### src/rtl/mem_arbiter.sv
// Two-port arbiter for the shared byte-enabled data memory: fetch (port 0) and load/store (port 1).
// Optional build macro MEM_ARB_FIXED_PRIO_EN: port 1 always wins, no round-robin pointer.
module mem_arbiter #(
    parameter int unsigned ADDR_W = 8
) (
    input  logic              clk,
    input  logic              rst_n,
    input  logic              i_req,
    input  logic [ADDR_W-1:0] i_addr,
    output logic              i_gnt,
    output logic              i_ack,
    output logic              i_err,
    output logic [31:0]       i_rdata,
    input  logic              d_req,
    input  logic              d_we,
    input  logic [2:0]        d_funct,
    input  logic [ADDR_W-1:0] d_addr,
    input  logic [31:0]       d_wdata,
    output logic              d_gnt,
    output logic              d_ack,
    output logic              d_err,
    output logic [31:0]       d_rdata,
    output logic              mem_en,
    output logic [3:0]        mem_be,
    output logic [ADDR_W-3:0] mem_addr,
    output logic [31:0]       mem_wdata,
    input  logic [31:0]       mem_rdata
);

    localparam int unsigned WADDR_W = ADDR_W - 2;

    typedef enum logic [1:0] {IDLE, ISSUE, WAIT, RESP} state_e;

    state_e state_q, state_d;

    logic               owner_q, owner_d;
    logic               we_q, we_d;
    logic [2:0]         funct_q, funct_d;
    logic [1:0]         lane_q, lane_d;
    logic               err_q, err_d;
    logic               mem_en_q, mem_en_d;
    logic [3:0]         mem_be_q, mem_be_d;
    logic [WADDR_W-1:0] mem_addr_q, mem_addr_d;
    logic [31:0]        mem_wdata_q, mem_wdata_d;
    logic               i_ack_q, i_ack_d, i_err_q, i_err_d;
    logic               d_ack_q, d_ack_d, d_err_q, d_err_d;
    logic [31:0]        i_rdata_q, i_rdata_d, d_rdata_q, d_rdata_d;

    logic               grant_c;
    logic               sel_d_c;
    logic [ADDR_W-1:0]  sel_addr_c;
    logic               sel_we_c;
    logic [2:0]         sel_funct_c;
    logic               sel_err_c;
    logic [3:0]         be_c;
    logic [31:0]        wdata_c;
    logic [7:0]         byte_c;
    logic [15:0]        half_c;
    logic [31:0]        load_c;

`ifdef MEM_ARB_FIXED_PRIO_EN
    assign sel_d_c = d_req;
`else
    // last_q = port served most recently; reset value 0 makes port 1 win the first tie
    logic last_q, last_d;
    assign sel_d_c = d_req && (!i_req || !last_q);
`endif

    assign grant_c = (state_q == IDLE) && rst_n && (i_req || d_req);
    assign i_gnt   = grant_c && !sel_d_c;
    assign d_gnt   = grant_c && sel_d_c;

    // Operands of the winning port; a fetch behaves as an aligned LW
    always_comb begin
        sel_addr_c  = sel_d_c ? d_addr : i_addr;
        sel_we_c    = sel_d_c && d_we;
        sel_funct_c = sel_d_c ? d_funct : 3'b010;
        sel_err_c   = 1'b0;
        if (sel_we_c) begin
            case (sel_funct_c[1:0])
                2'b00:   sel_err_c = 1'b0;
                2'b01:   sel_err_c = sel_addr_c[0];
                2'b10:   sel_err_c = (sel_addr_c[1:0] != 2'b00);
                default: sel_err_c = 1'b1;
            endcase
        end else begin
            case (sel_funct_c)
                3'b000, 3'b100: sel_err_c = 1'b0;
                3'b001, 3'b101: sel_err_c = sel_addr_c[0];
                3'b010:         sel_err_c = (sel_addr_c[1:0] != 2'b00);
                default:        sel_err_c = 1'b1;
            endcase
        end
    end

    // Store lane steering
    always_comb begin
        be_c    = 4'hF;
        wdata_c = d_wdata;
        case (sel_funct_c[1:0])
            2'b00: begin
                be_c    = 4'(4'b0001 << sel_addr_c[1:0]);
                wdata_c = {4{d_wdata[7:0]}};
            end
            2'b01: begin
                be_c    = 4'(4'b0011 << sel_addr_c[1:0]);
                wdata_c = {2{d_wdata[15:0]}};
            end
            default: begin
                be_c    = 4'hF;
                wdata_c = d_wdata;
            end
        endcase
    end

    // Load lane select and extension
    always_comb begin
        case (lane_q)
            2'd0:    byte_c = mem_rdata[7:0];
            2'd1:    byte_c = mem_rdata[15:8];
            2'd2:    byte_c = mem_rdata[23:16];
            default: byte_c = mem_rdata[31:24];
        endcase
        half_c = lane_q[1] ? mem_rdata[31:16] : mem_rdata[15:0];
        case (funct_q)
            3'b000:  load_c = {{24{byte_c[7]}}, byte_c};
            3'b100:  load_c = {24'h000000, byte_c};
            3'b001:  load_c = {{16{half_c[15]}}, half_c};
            3'b101:  load_c = {16'h0000, half_c};
            default: load_c = mem_rdata;
        endcase
        if (err_q || we_q) begin
            load_c = 32'h0000_0000;
        end
    end

    // Next-state and registered outputs
    always_comb begin
        state_d     = state_q;
        owner_d     = owner_q;
        we_d        = we_q;
        funct_d     = funct_q;
        lane_d      = lane_q;
        err_d       = err_q;
        mem_en_d    = 1'b0;
        mem_be_d    = 4'h0;
        mem_addr_d  = mem_addr_q;
        mem_wdata_d = mem_wdata_q;
        i_ack_d     = 1'b0;
        i_err_d     = 1'b0;
        i_rdata_d   = i_rdata_q;
        d_ack_d     = 1'b0;
        d_err_d     = 1'b0;
        d_rdata_d   = d_rdata_q;
`ifndef MEM_ARB_FIXED_PRIO_EN
        last_d      = last_q;
`endif
        case (state_q)
            IDLE: begin
                if (grant_c) begin
                    state_d     = ISSUE;
                    owner_d     = sel_d_c;
                    we_d        = sel_we_c;
                    funct_d     = sel_funct_c;
                    lane_d      = sel_addr_c[1:0];
                    err_d       = sel_err_c;
                    mem_en_d    = !sel_err_c;
                    mem_be_d    = (sel_we_c && !sel_err_c) ? be_c : 4'h0;
                    mem_addr_d  = sel_addr_c[ADDR_W-1:2];
                    mem_wdata_d = sel_we_c ? wdata_c : 32'h0000_0000;
                end
            end
            ISSUE: state_d = WAIT;
            WAIT: begin
                state_d = RESP;
                if (owner_q) begin
                    d_ack_d   = 1'b1;
                    d_err_d   = err_q;
                    d_rdata_d = load_c;
                end else begin
                    i_ack_d   = 1'b1;
                    i_err_d   = err_q;
                    i_rdata_d = load_c;
                end
            end
            RESP: begin
                state_d = IDLE;
`ifndef MEM_ARB_FIXED_PRIO_EN
                last_d  = owner_q;
`endif
            end
            default: state_d = IDLE;
        endcase
    end

    always_ff @(posedge clk or negedge rst_n) begin
        if (!rst_n) begin
            state_q     <= IDLE;
            owner_q     <= 1'b0;
            we_q        <= 1'b0;
            funct_q     <= 3'b000;
            lane_q      <= 2'b00;
            err_q       <= 1'b0;
            mem_en_q    <= 1'b0;
            mem_be_q    <= 4'h0;
            mem_addr_q  <= '0;
            mem_wdata_q <= 32'h0000_0000;
            i_ack_q     <= 1'b0;
            i_err_q     <= 1'b0;
            i_rdata_q   <= 32'h0000_0000;
            d_ack_q     <= 1'b0;
            d_err_q     <= 1'b0;
            d_rdata_q   <= 32'h0000_0000;
`ifndef MEM_ARB_FIXED_PRIO_EN
            last_q      <= 1'b0;
`endif
        end else begin
            state_q     <= state_d;
            owner_q     <= owner_d;
            we_q        <= we_d;
            funct_q     <= funct_d;
            lane_q      <= lane_d;
            err_q       <= err_d;
            mem_en_q    <= mem_en_d;
            mem_be_q    <= mem_be_d;
            mem_addr_q  <= mem_addr_d;
            mem_wdata_q <= mem_wdata_d;
            i_ack_q     <= i_ack_d;
            i_err_q     <= i_err_d;
            i_rdata_q   <= i_rdata_d;
            d_ack_q     <= d_ack_d;
            d_err_q     <= d_err_d;
            d_rdata_q   <= d_rdata_d;
`ifndef MEM_ARB_FIXED_PRIO_EN
            last_q      <= last_d;
`endif
        end
    end

    assign mem_en    = mem_en_q;
    assign mem_be    = mem_be_q;
    assign mem_addr  = mem_addr_q;
    assign mem_wdata = mem_wdata_q;
    assign i_ack     = i_ack_q;
    assign i_err     = i_err_q;
    assign i_rdata   = i_rdata_q;
    assign d_ack     = d_ack_q;
    assign d_err     = d_err_q;
    assign d_rdata   = d_rdata_q;

endmodule
### config.mk
export PLATFORM = sky130hd
export DESIGN_NAME = mem_arbiter
export DESIGN_NICKNAME = d
export VERILOG_FILES = /design/src/rtl/mem_arbiter.sv
export SDC_FILE = /design/constraint.sdc
export NUM_CORES = 1
export LEC_CHECK = 0
export ABC_AREA = 1
export CAP_MARGIN = 5
export CORE_AREA = 2 2 120 122
export CTS_BUF_LIST = sky130_fd_sc_hd__clkbuf_4
export CTS_CLUSTER_DIAMETER = 30
export DETAILED_ROUTE_END_ITERATION = 16
export DIE_AREA = 0 0 122 124
export HOLD_SLACK_MARGIN = 0.08
export PLACE_DENSITY = 0.78
export RECOVER_POWER = 25
export REMOVE_ABC_BUFFERS = 1
export SLEW_MARGIN = 15
export SYNTH_ARGS = -nofsm -noshare
export SYNTH_HDL_FRONTEND = slang
export SYNTH_SLANG_ARGS = --single-unit
### constraint.sdc
create_clock -name clk -period 1.4 [get_ports clk]
set_input_delay 0.28 -clock clk [delete_from_list [all_inputs] [get_ports clk]]
set_output_delay 0.28 -clock clk [all_outputs]
set_load 0.1 [all_outputs]
==> metrics.md <==
| Metric | Value |
|---|---|
| Placed insts | 1124 |
| Endpoints failing setup | 315 |
| Critical path's slowest cell | dfrtp_1 |
| RSZ-0062 raised after global routing | yes |
| Critical Path Max Stage Delay | 0.40 ns |
| Finished Layout Cells | 1243 |
| Routed via count | 7060 |
| Worst-Margin Slew | 0.821 ns |
| CP required | 1.12 ns |
| Synth-to-Final Area Change | 100% |
| Sequential share of the synthesized area | 53.6% |
| Share of the synthesized area in the top cell type | 53.6% |
| PortBufs | 200 |
| Via density | 5.68 |
| First-pass GRT wire length | 35600 um |
| Number of global-route vias before repair | 6819 |
| Most frequent cells in the layout | 194 x nand2_1, 125 x buf_12, 117 x dfrtp_1 |
| Die height | 124 um |
| Pre-antenna DRT Iters | 5 |
| Worst-path cell chain | inv_2 > ha_4 > nand2_4 > nor2_4 > nand2_2 > inv_2 > buf_12 |
| Post-Synthesis Cell Area | 5690 um^2 |
| Initial Util | 41.5% |
| Maximum clock insertion buffer count | 2 |
| Synth Register Bits | 122 |
| CTS Buf Count | 17 |
| Synth Warn # | 0 |
| CP Capture Type | primary output |
| I/O pin total | 201 |
| Post-synth top area cell | dfrtp_1 |
| Share of cells above drive strength 1 | 43.1% |
| Core footprint | 13700 um^2 |
| Die area | 15100 um^2 |
| Commonest non-fill, non-tap cell in the layout | nand2_1 |
| Slew HR | 45.3% |
| Critical path's most frequent cell | inv_2 |
| Die X | 122 um |
| Drt total wl | 26400 um |
| Setup WS post-layout | -0.599 ns |
| Nets | 1140 |
| CTS Root Cell | clkbuf_4 |
| Skew final | 0.0325 ns |
| Initial drt markers | 621 |
| Initial antenna violation count | 2 |
| Violated checks | negative setup slack |
| Post-route DRC | 0 |
| Placer congestion estimate | 0.959 |
| Main flop type after synthesis | dfrtp_1 |
| Number of synthesized flops with an enable pin | 0 |
| Rows | 43 |
| Critical path peak fanout | 3 |
| Crit-path leading delay family | flip-flops |
| Synth cell types | 25 |
| Min-delay worst type | input port to flip-flop |
| Post-layout instance area | 11400 um^2 |
| Synth Instances | 710 |
| Routed len/inst | 21.2 um |
| Final ANT Viol Nets | 0 |
| Worst-Skew Late Latency | 0.60 ns |
| Crit start category | flip-flop |
| CTS sink count | 122 |
| Clock transition at path regs | 0.11 ns |
| CTS tree | done |
| Synth area leaders | dfrtp_1 54%, nand2_1 15%, nand3_1 6.2% |
| WP data arrival | 1.72 ns |
| Fmax | 500 MHz |
| Syn avg cell area | 8.02 um^2 |
| Ys async rst share | 100% |
| DP HPWL | 14600 um |
| Max-cap viol count | 0 |
| Total Routing Usage GR | 31.0% |
| Global route overflow | 0 |
| Max-slew violation count | 0 |
| Placed cell area | 9450 um^2 |
| H-tree level count | 4 |
| WS Path Type | flip-flop to primary output |
| CP Buf/Inv Count | 3 |
| Status | finished with violations |
| Largest net degree at the start of global routing | 93 |
| Min Tclk post-route | 2.00 ns |
| Final hold violations | 0 |
| Period utilization | 143% |
-- final timing paths --
kind | from | end | slack (ns) | cells past startpoint
max | state_q[0]$_DFFE_PN0P_ | i_gnt | -0.60 | 7
min | i_addr[5] | mem_addr[3]$_DFFE_PN0P_ | 0.24 | 3
max reg2reg | state_q[0]$_DFFE_PN0P_ | mem_wdata[1]$_DFFE_PN0P_ | -0.55 | 12
min reg2reg | err_q$_DFFE_PN0P_ | err_q$_DFFE_PN0P_ | 0.52 | 2
max in group asynchronous | rst_n | funct_q[0]$_DFFE_PN0P_ | -0.13 | 4
min in group asynchronous | rst_n | d_rdata[27]$_DFFE_PN0P_ | 0.51 | 3
-- synthesized netlist by cell type, types with 3 or more instances --
cell type	count
a21oi_1	21
a22o_1	8
buf_2	3
buf_6	5
clkbuf_1	20
dfrtp_1	122
ha_1	3
inv_1	52
inv_2	3
nand2_1	233
nand2_2	4
nand3_1	71
nand4_1	3
nor2_1	57
o21ai_0	59
o21ai_1	23
o22ai_1	13
-- logic make-up (layout without fill, tap and decap cells) --
| family | count (synthesis) | count (layout) | synth area share [%] |
|---|---|---|---|
| other | 0 | 1 | 0 |
| buffers and inverters | 86 | 434 | 6.48 |
| adders and majority gates | 3 | 3 | 0.659 |
| AOI/OAI and AO/OA | 126 | 126 | 12.0 |
| and+or+nand+nor | 373 | 377 | 27.3 |
| DFF | 122 | 122 | 53.6 |
-- flip-flops by register name (all words and copies together), names as in the netlist, 2 cells and up --
register and flops:
d_rdata 32, mem_be 4, funct_q 3, i_rdata 32
mem_wdata 32, mem_addr 6, state_q 2, lane_q 2
-- tightest hold or removal path, delay by kind of cell --
kind / cells / cell delay [ns]
buffers and inverters: 1 / 0.39
AND/OR/NAND/NOR: 2 / 0.12
-- layer usage --
layer	global-route usage (%)	part of all wire, %
met3	11.3	12
met4	12.4	5.4
met2	55.0	50
met5	0	0.049
met1	33.8	33
-- area by class of cell --
class | count | area [um^2]
Fill cell | 679 | 2330
Clock inverter | 15 | 153
Tap cell | 180 | 225
Inverter | 55 | 238
Multi-Input combinational cell | 506 | 3030
Clock buffer | 17 | 128
Timing Repair Buffer | 346 | 4550
Antenna cell | 1 | 2.50
Sequential cell | 122 | 3060
Timing Repair inverter | 1 | 7.51
-- timing repair --
action                                 in CTS  in global routing
setup endpoints to repair                 224                228
gates resized for setup                    87                172
cloned                                      9                  4
endpoints found under the hold margin      30                  0
hold buffers                                1                  0
pin swaps                                  25                 36
buffers inserted                           33                 45
-- stage by stage --
step	setup TNS (ns)	util [%]	hold WS, ns	setup WS (ns)
floorplan	-54.56	-	-0.0156	-0.664
global placement	-35.25	68.9	0.359	-0.426
detailed placement	-41.98	68.9	0.368	-0.516
CTS	-17.35	75.9	0.243	-0.586
global route	-62.84	83.0	0.267	-0.659
finish	-38.31	83.0	0.243	-0.599
Power is left out: the tool's default activity adds up to more than one toggle a clock period on the data nets, which glitch-free logic cannot reach.
